## src/rtl/seq_addsub.sv

```systemverilog
// Multi-cycle two's-complement adder/subtractor, SLICE bits per clock with a registered carry.
// Define SEQ_ADDSUB_SAT_EN to clamp overflowing results to the signed saturation limit.
module seq_addsub #(
  parameter int WIDTH = 16,
  parameter int SLICE = 4
) (
  input  logic             clk,
  input  logic             rst_n,
  input  logic             in_valid,
  output logic             in_ready,
  input  logic [WIDTH-1:0] a,
  input  logic [WIDTH-1:0] b,
  input  logic             sub,
  output logic             out_valid,
  input  logic             out_ready,
  output logic [WIDTH-1:0] sum,
  output logic             cout,
  output logic             ovr,
  output logic             zero,
  output logic             neg
);

  localparam int N  = WIDTH / SLICE;
  localparam int IW = (N > 1) ? $clog2(N) : 1;

  if (WIDTH < 2 || SLICE < 1 || (WIDTH % SLICE) != 0) begin : g_param_check
    $error("seq_addsub: WIDTH must be >= 2 and a multiple of SLICE");
  end

  typedef enum logic [1:0] {IDLE, CALC, DONE} state_t;

  state_t           state_q, state_d;
  logic [WIDTH-1:0] a_q, a_d, x_q, x_d, sum_q, sum_d;
  logic [IW-1:0]    idx_q, idx_d;
  logic             carry_q, carry_d;
  logic             cout_q, cout_d, ovr_q, ovr_d, zero_q, zero_d, neg_q, neg_d;

  logic [SLICE-1:0] sa, sx, ss;
  logic             sc, cin_msb;
  int unsigned      base;

  always_comb begin
    base = 32'(idx_q) * 32'(SLICE);
    sa   = SLICE'(a_q >> base);
    sx   = SLICE'(x_q >> base);
    {sc, ss} = {1'b0, sa} + {1'b0, sx} + (SLICE+1)'(carry_q);
    // Carry into the MSB recovered from the top bit of the last slice.
    cin_msb = ss[SLICE-1] ^ sa[SLICE-1] ^ sx[SLICE-1];
  end

  always_comb begin
    state_d = state_q;
    a_d     = a_q;
    x_d     = x_q;
    sum_d   = sum_q;
    idx_d   = idx_q;
    carry_d = carry_q;
    cout_d  = cout_q;
    ovr_d   = ovr_q;
    zero_d  = zero_q;
    neg_d   = neg_q;

    unique case (state_q)
      IDLE: begin
        if (in_valid) begin
          a_d     = a;
          x_d     = b ^ {WIDTH{sub}};
          carry_d = sub;
          idx_d   = '0;
          state_d = CALC;
        end
      end
      CALC: begin
        sum_d[base +: SLICE] = ss;
        carry_d = sc;
        if (idx_q == IW'(N - 1)) begin
          cout_d = sc;
          ovr_d  = cin_msb ^ sc;
`ifdef SEQ_ADDSUB_SAT_EN
          if (cin_msb ^ sc)
            sum_d = a_q[WIDTH-1] ? {1'b1, {(WIDTH-1){1'b0}}} : {1'b0, {(WIDTH-1){1'b1}}};
`endif
          zero_d  = (sum_d == '0);
          neg_d   = sum_d[WIDTH-1];
          state_d = DONE;
        end else begin
          idx_d = idx_q + 1'b1;
        end
      end
      DONE: begin
        if (out_ready) state_d = IDLE;
      end
      default: state_d = IDLE;
    endcase
  end

  always_ff @(posedge clk or negedge rst_n) begin
    if (!rst_n) begin
      state_q <= IDLE;
      a_q     <= '0;
      x_q     <= '0;
      sum_q   <= '0;
      idx_q   <= '0;
      carry_q <= 1'b0;
      cout_q  <= 1'b0;
      ovr_q   <= 1'b0;
      zero_q  <= 1'b0;
      neg_q   <= 1'b0;
    end else begin
      state_q <= state_d;
      a_q     <= a_d;
      x_q     <= x_d;
      sum_q   <= sum_d;
      idx_q   <= idx_d;
      carry_q <= carry_d;
      cout_q  <= cout_d;
      ovr_q   <= ovr_d;
      zero_q  <= zero_d;
      neg_q   <= neg_d;
    end
  end

  assign in_ready  = (state_q == IDLE);
  assign out_valid = (state_q == DONE);
  assign sum       = sum_q;
  assign cout      = cout_q;
  assign ovr       = ovr_q;
  assign zero      = zero_q;
  assign neg       = neg_q;

endmodule

```

## config.mk

```make
export PLATFORM = sky130hd
export DESIGN_NAME = seq_addsub
export DESIGN_NICKNAME = d
export VERILOG_FILES = /design/src/rtl/seq_addsub.sv
export SDC_FILE = /design/constraint.sdc
export NUM_CORES = 1
export LEC_CHECK = 0
export BUFFER_PORTS_ARGS = -buffer_cell sky130_fd_sc_hd__buf_2
export CORE_UTILIZATION = 35
export CTS_BUF_LIST = sky130_fd_sc_hd__clkbuf_8
export DETAILED_ROUTE_END_ITERATION = 10
export HOLD_SLACK_MARGIN = 0.03
export SLEW_MARGIN = 10
export SYNTH_ARGS = -nofsm -noshare
export SYNTH_HDL_FRONTEND = slang
export SYNTH_SLANG_ARGS = --single-unit
```

## constraint.sdc

```tcl
create_clock -name clk -period 3.4 [get_ports clk]
set_input_delay 0.34 -clock clk [delete_from_list [all_inputs] [get_ports clk]]
set_output_delay 0.34 -clock clk [all_outputs]
set_load 0.05 [all_outputs]
```

==> impl_metrics.tcl, run 1 <==
set metrics [dict create \
    outcome "finished, final reports clean" \
    path_max_fanout 7 \
    remaining_drc_errors 0 \
    yosysTopAreaCellShare 0.4766 \
    cts_setup_buffers 0 \
    syn2layout_area_growth_pct 20.78 \
    vias_per_cell 5.127 \
    fin_skew_ps 9.489 \
    critical_path.top_delay_family "compound AO/OA/AOI/OAI gates" \
    root_buffer "clkbuf_8" \
    rows 33 \
    slowest_stage "mux4_2" \
    nNetsFinal 387 \
    setup_violations 0 \
    antenna_found_initial 0 \
    drtIter0Drc 66 \
    grt_first_pass_wirelength_um 11220 \
    hold_buffers 0 \
    grt_start_max_net_pins 44 \
    worstPathArrival_ps 3340 \
    startpoint_type "flip-flop" \
    yosysWarnings 0 \
    gr-total-overflow 0 \
    tritoncts.num_buffers 9 \
    cts-resized-gates 0 \
    min_period_ps 3126 \
    synth_area_um2 2993 \
    dp_hpwl_um 4877 \
    synth_area_leaders "dfrtp_1, mux2_2, mux4_2, xnor2_1, ha_1" \
    finalWirelength_um 6580 \
    slew_headroom 0.3613 \
    ys_ff_latch 57 \
    fin_tns_setup_ps 0 \
    cp_common_cell "fa_1" \
    clockBufferDepth 2 \
    synth_edf_count 0 \
    track_usage 0.1673 \
    layout-drive-gt1-share 0.3227 \
    core_um2 8258 \
    io_pins 59 \
    diodes 0 \
    via_count 2302 \
    fmax_ghz 0.3199 \
    worst_setup_path_end_kind "flip-flop" \
    place.port_buffers 58 \
    wl_per_cell_um 14.65 \
    initial_core_util 0.3624 \
    htreeDepth 3 \
    cp.required_ps 3610 \
    hp-class "primary input to async pin" \
    synth_top_cell_by_area "dfrtp_1" \
    drt-pass1-iter-count 5 \
    clk_pin_slew_worst_paths_ps 70 \
    cts_tree "yes" \
    clk-insertion-delay-late_ps 350 \
    syn_area_per_cell_um2 10.77 \
    ant_nets 0 \
    synth_nets 326 \
    tightest_slew_ps 958.0 \
    syn-instance-count 278 \
    path_class "flip-flop to flip-flop" \
    clock_sinks 57 \
    rsz0062_at_grt "no" \
    die_h_um 94.47 \
    final_common_cell "buf_2" \
    cpPeakStageDelay_ps 560 \
    dieArea_um2 8925 \
    synth_ff_type "dfrtp_1" \
    grt_pass1_vias 2335 \
    crit_buf_inv 1 \
    seq_area_frac_synth 0.4766 \
    ys_async_sr_fraction 1.000 \
    final_cell_mix "buf_2, dfrtp_1, nor2_1" \
    finalCritPeriodShare 0.9193 \
    gp_congestion 0.8582 \
    drv_slew 0 \
    die_x_um 94.47 \
    timing.max_cap.violations 0 \
    ys_types 47 \
    worstPathCellList "mux4_2 -> fa_1 -> inv_1 -> fa_1 -> nor2b_1 -> o21a_1 -> o21ai_0 -> a211oi_1 -> or4b_1" \
    hold_violations 0 \
]
synthesized netlist by cell type, drive strengths merged (7+ instances only):
cell	n
xnor2	16
mux2	17
nor2	29
inv	7
mux4	8
ha	9
o21ai	13
a21oi	20
nand2	24
dfrtp	57
nor2b	11
clkbuf	12
state kept, by name (all words and copies together) (netlist names):
| register | flops |
|---|---|
| a_q | 16 |
| carry_q | 1 |
| cout | 1 |
| idx_q | 2 |
| neg | 1 |
| ovr | 1 |
| state_q | 2 |
| sum | 16 |
| x_q | 16 |
| zero | 1 |
cell families after synthesis:
| group | Yosys count | share of synthesized area |
|---|---|---|
| buf+inv | 23 | 0.03177 |
| simple gates | 87 | 0.1421 |
| flops | 57 | 0.4766 |
| mux | 26 | 0.1275 |
| compound gates | 57 | 0.1212 |
| xor+xnor | 17 | 0.04975 |
| fa+ha+maj | 11 | 0.05100 |
routing by layer:
metal | GRT usage | part of all wire | routed length [um]
met3 | 0.04589 | 0.048 | 315
met2 | 0.2687 | 0.49 | 3235
met5 | 0 | 0 | 0
met1 | 0.2121 | 0.45 | 2961
met4 | 0.07071 | 0.010 | 68
through the flow:
stage	hold slack (ps)	cells	utilization	setup slack [ps]	area, um^2
after floorplan	44.41	278	-	167.9	2994
after global placement	472.4	433	0.4126	283.3	3407
after detailed placement	473.8	433	0.4126	166.1	3407
after CTS	176.4	449	0.4376	147.2	3613
after global routing	204.0	449	0.4377	46.77	3615
final	142.0	449	0.4377	274.4	3615
path summary, 6_finish.rpt:
kind	from	to	slack, ps	cells past startpoint
worst max-delay path	idx_q[0]	ovr	270	9
worst min-delay path	rst_n	sum[0]	140	1
worst max register to register	idx_q[0]	ovr	270	9
worst min register to register	neg	neg	480	2
max in group asynchronous	rst_n	a_q[3]	2560	2
min in group clk	out_ready	state_q[1]	190	2
area by class of cell:
class,count,area (um^2)
inverters,7,26.28
clock buffers,9,123.9
well taps,105,131.4
clock inverters,7,82.58
flip-flops and latches,57,1428
multi-input cells,198,1473
repair buffers,66,350.3
fillers,829,4643
Power of run 1 is not shown: default switching activity piles up to over one toggle a cycle in this logic, so the estimate is an artifact.
==> run 2: changes to the inputs <==
- CELL_PAD_IN_SITES_DETAIL_PLACEMENT: not set -> 1
- CELL_PAD_IN_SITES_GLOBAL_PLACEMENT: not set -> 1
- PLACE_DENSITY_LB_ADDON: not set -> 0.1
==> impl_metrics.tcl, run 2 (same netlist as run 1, synthesis figures left out) <==
set metrics [dict create \
    gp_congestion 0.7729 \
    startpoint_type "flip-flop" \
    place.port_buffers 58 \
    outcome "finished, final reports clean" \
    hold_ws_ps 23.76 \
    wl_per_cell_um 15.79 \
    core_um2 8258 \
    critPathCapture "ovr" \
    clockBufferDepth 2 \
    hp-class "primary input to async pin" \
    path_class "flip-flop to flip-flop" \
    root_buffer "clkbuf_8" \
    die_h_um 94.47 \
    finalCritPeriodShare 0.9149 \
    final_common_cell "buf_2" \
    hold_buffers 0 \
    fmax_ghz 0.3215 \
    via_count 2269 \
    syn2layout_area_growth_pct 19.77 \
    fillers 958 \
    dp_hpwl_um 5210 \
    fin_skew_ps 6.893 \
    cp.required_ps 3610 \
    r2r-start "idx_q[0]" \
    gr-total-overflow 0 \
    crit_start "idx_q[0]" \
    timing.max_cap.violations 0 \
    r2r_cells 9 \
    rsz0062_at_grt "no" \
    path_max_fanout 7 \
    grt_pass1_vias 2353 \
    setup_violations 0 \
    layout-drive-gt1-share 0.3169 \
    finalWirelength_um 7091 \
    r2r_end "ovr" \
    drv_slew 0 \
    fin_tns_setup_ps 0 \
    slew_headroom 0.5835 \
    remaining_drc_errors 0 \
    hold_violations 0 \
    ant_nets 0 \
    antenna_found_initial 0 \
    cts_tree "yes" \
    worst_setup_path_end_kind "flip-flop" \
    clk_pin_slew_worst_paths_ps 70 \
    diodes 0 \
    reg2reg_slack_ps 290 \
    final_cell_mix "buf_2, dfrtp_1, nor2_1" \
    die_x_um 94.47 \
    rows 33 \
    htreeDepth 3 \
    vias_per_cell 5.053 \
    clk-insertion-delay-late_ps 340 \
    initial_core_util 0.3624 \
    dieArea_um2 8925 \
    io_pins 59 \
    track_usage 0.1820 \
    drtIter0Drc 44 \
    nNetsFinal 387 \
    grt_start_max_net_pins 50 \
    grt_first_pass_wirelength_um 12120 \
    clock_sinks 57 \
    worstPathArrival_ps 3320 \
    tightest_slew_ps 624.8 \
    drt-pass1-iter-count 4 \
    min_period_ps 3111 \
    tritoncts.num_buffers 9 \
]
run 2: layout make-up:
class                           instances  area [um^2]  share of cell area
Timing Repair Buffer                   66        352.8             0.09843
Clock inverter                          5        22.52            0.006283
Inverter                                7        26.28            0.007330
Sequential cell                        57         1428              0.3983
Clock buffer                           11        151.4             0.04223
Multi-Input combinational cell        198         1473              0.4108
Tap cell                              105        131.4             0.03665
run 2: worst min path at each step:
stage | from | to | slack, ps | cells after the start
finish | rst_n | sum[8] | 20 | 1
CTS | out_ready | state_q[1] | 190 | 2
global route | rst_n | sum[13] | 70 | 1
floorplan | rst_n | a_q[0] | 40 | 0
detailed placement | neg | neg | 480 | 2
global placement | neg | neg | 470 | 2
run 2: metrics by stage:
step | setup slack, ps | instances | area [um^2] | util
floorplan | 167.9 | 278 | 2994 | -
global placement | 252.7 | 433 | 3407 | 0.4126
detailed placement | 198.6 | 433 | 3407 | 0.4126
CTS | 169.2 | 449 | 3581 | 0.4336
global route | 125.4 | 449 | 3585 | 0.4341
finish | 289.3 | 449 | 3585 | 0.4341
run 2: worst max-delay path, cell delays in order (launching register included):
cell      delay [ps]
dfrtp_2          490
mux4_2           550
fa_1             430
inv_1             80
fa_1             210
nor2b_1           60
o21a_1           200
o21ai_0          350
a211oi_1         130
or4b_1           500
run 2: routing by layer:
layer | wire (um) | up-vias | part of all wire | global-route usage
li1 | - | 1102 | - | -
met1 | 3241 | 1111 | 0.46 | 0.2358
met2 | 3430 | 46 | 0.48 | 0.2935
met3 | 290 | 10 | 0.041 | 0.03865
met4 | 128 | 0 | 0.018 | 0.07955
met5 | 0 | - | 0 | 0
run 2: repair_timing:
item,in CTS,in global routing
resized for setup,0,1
setup endpoints to repair,0,1
buffers inserted,0,0
Power of run 2 is left out for the same reason.
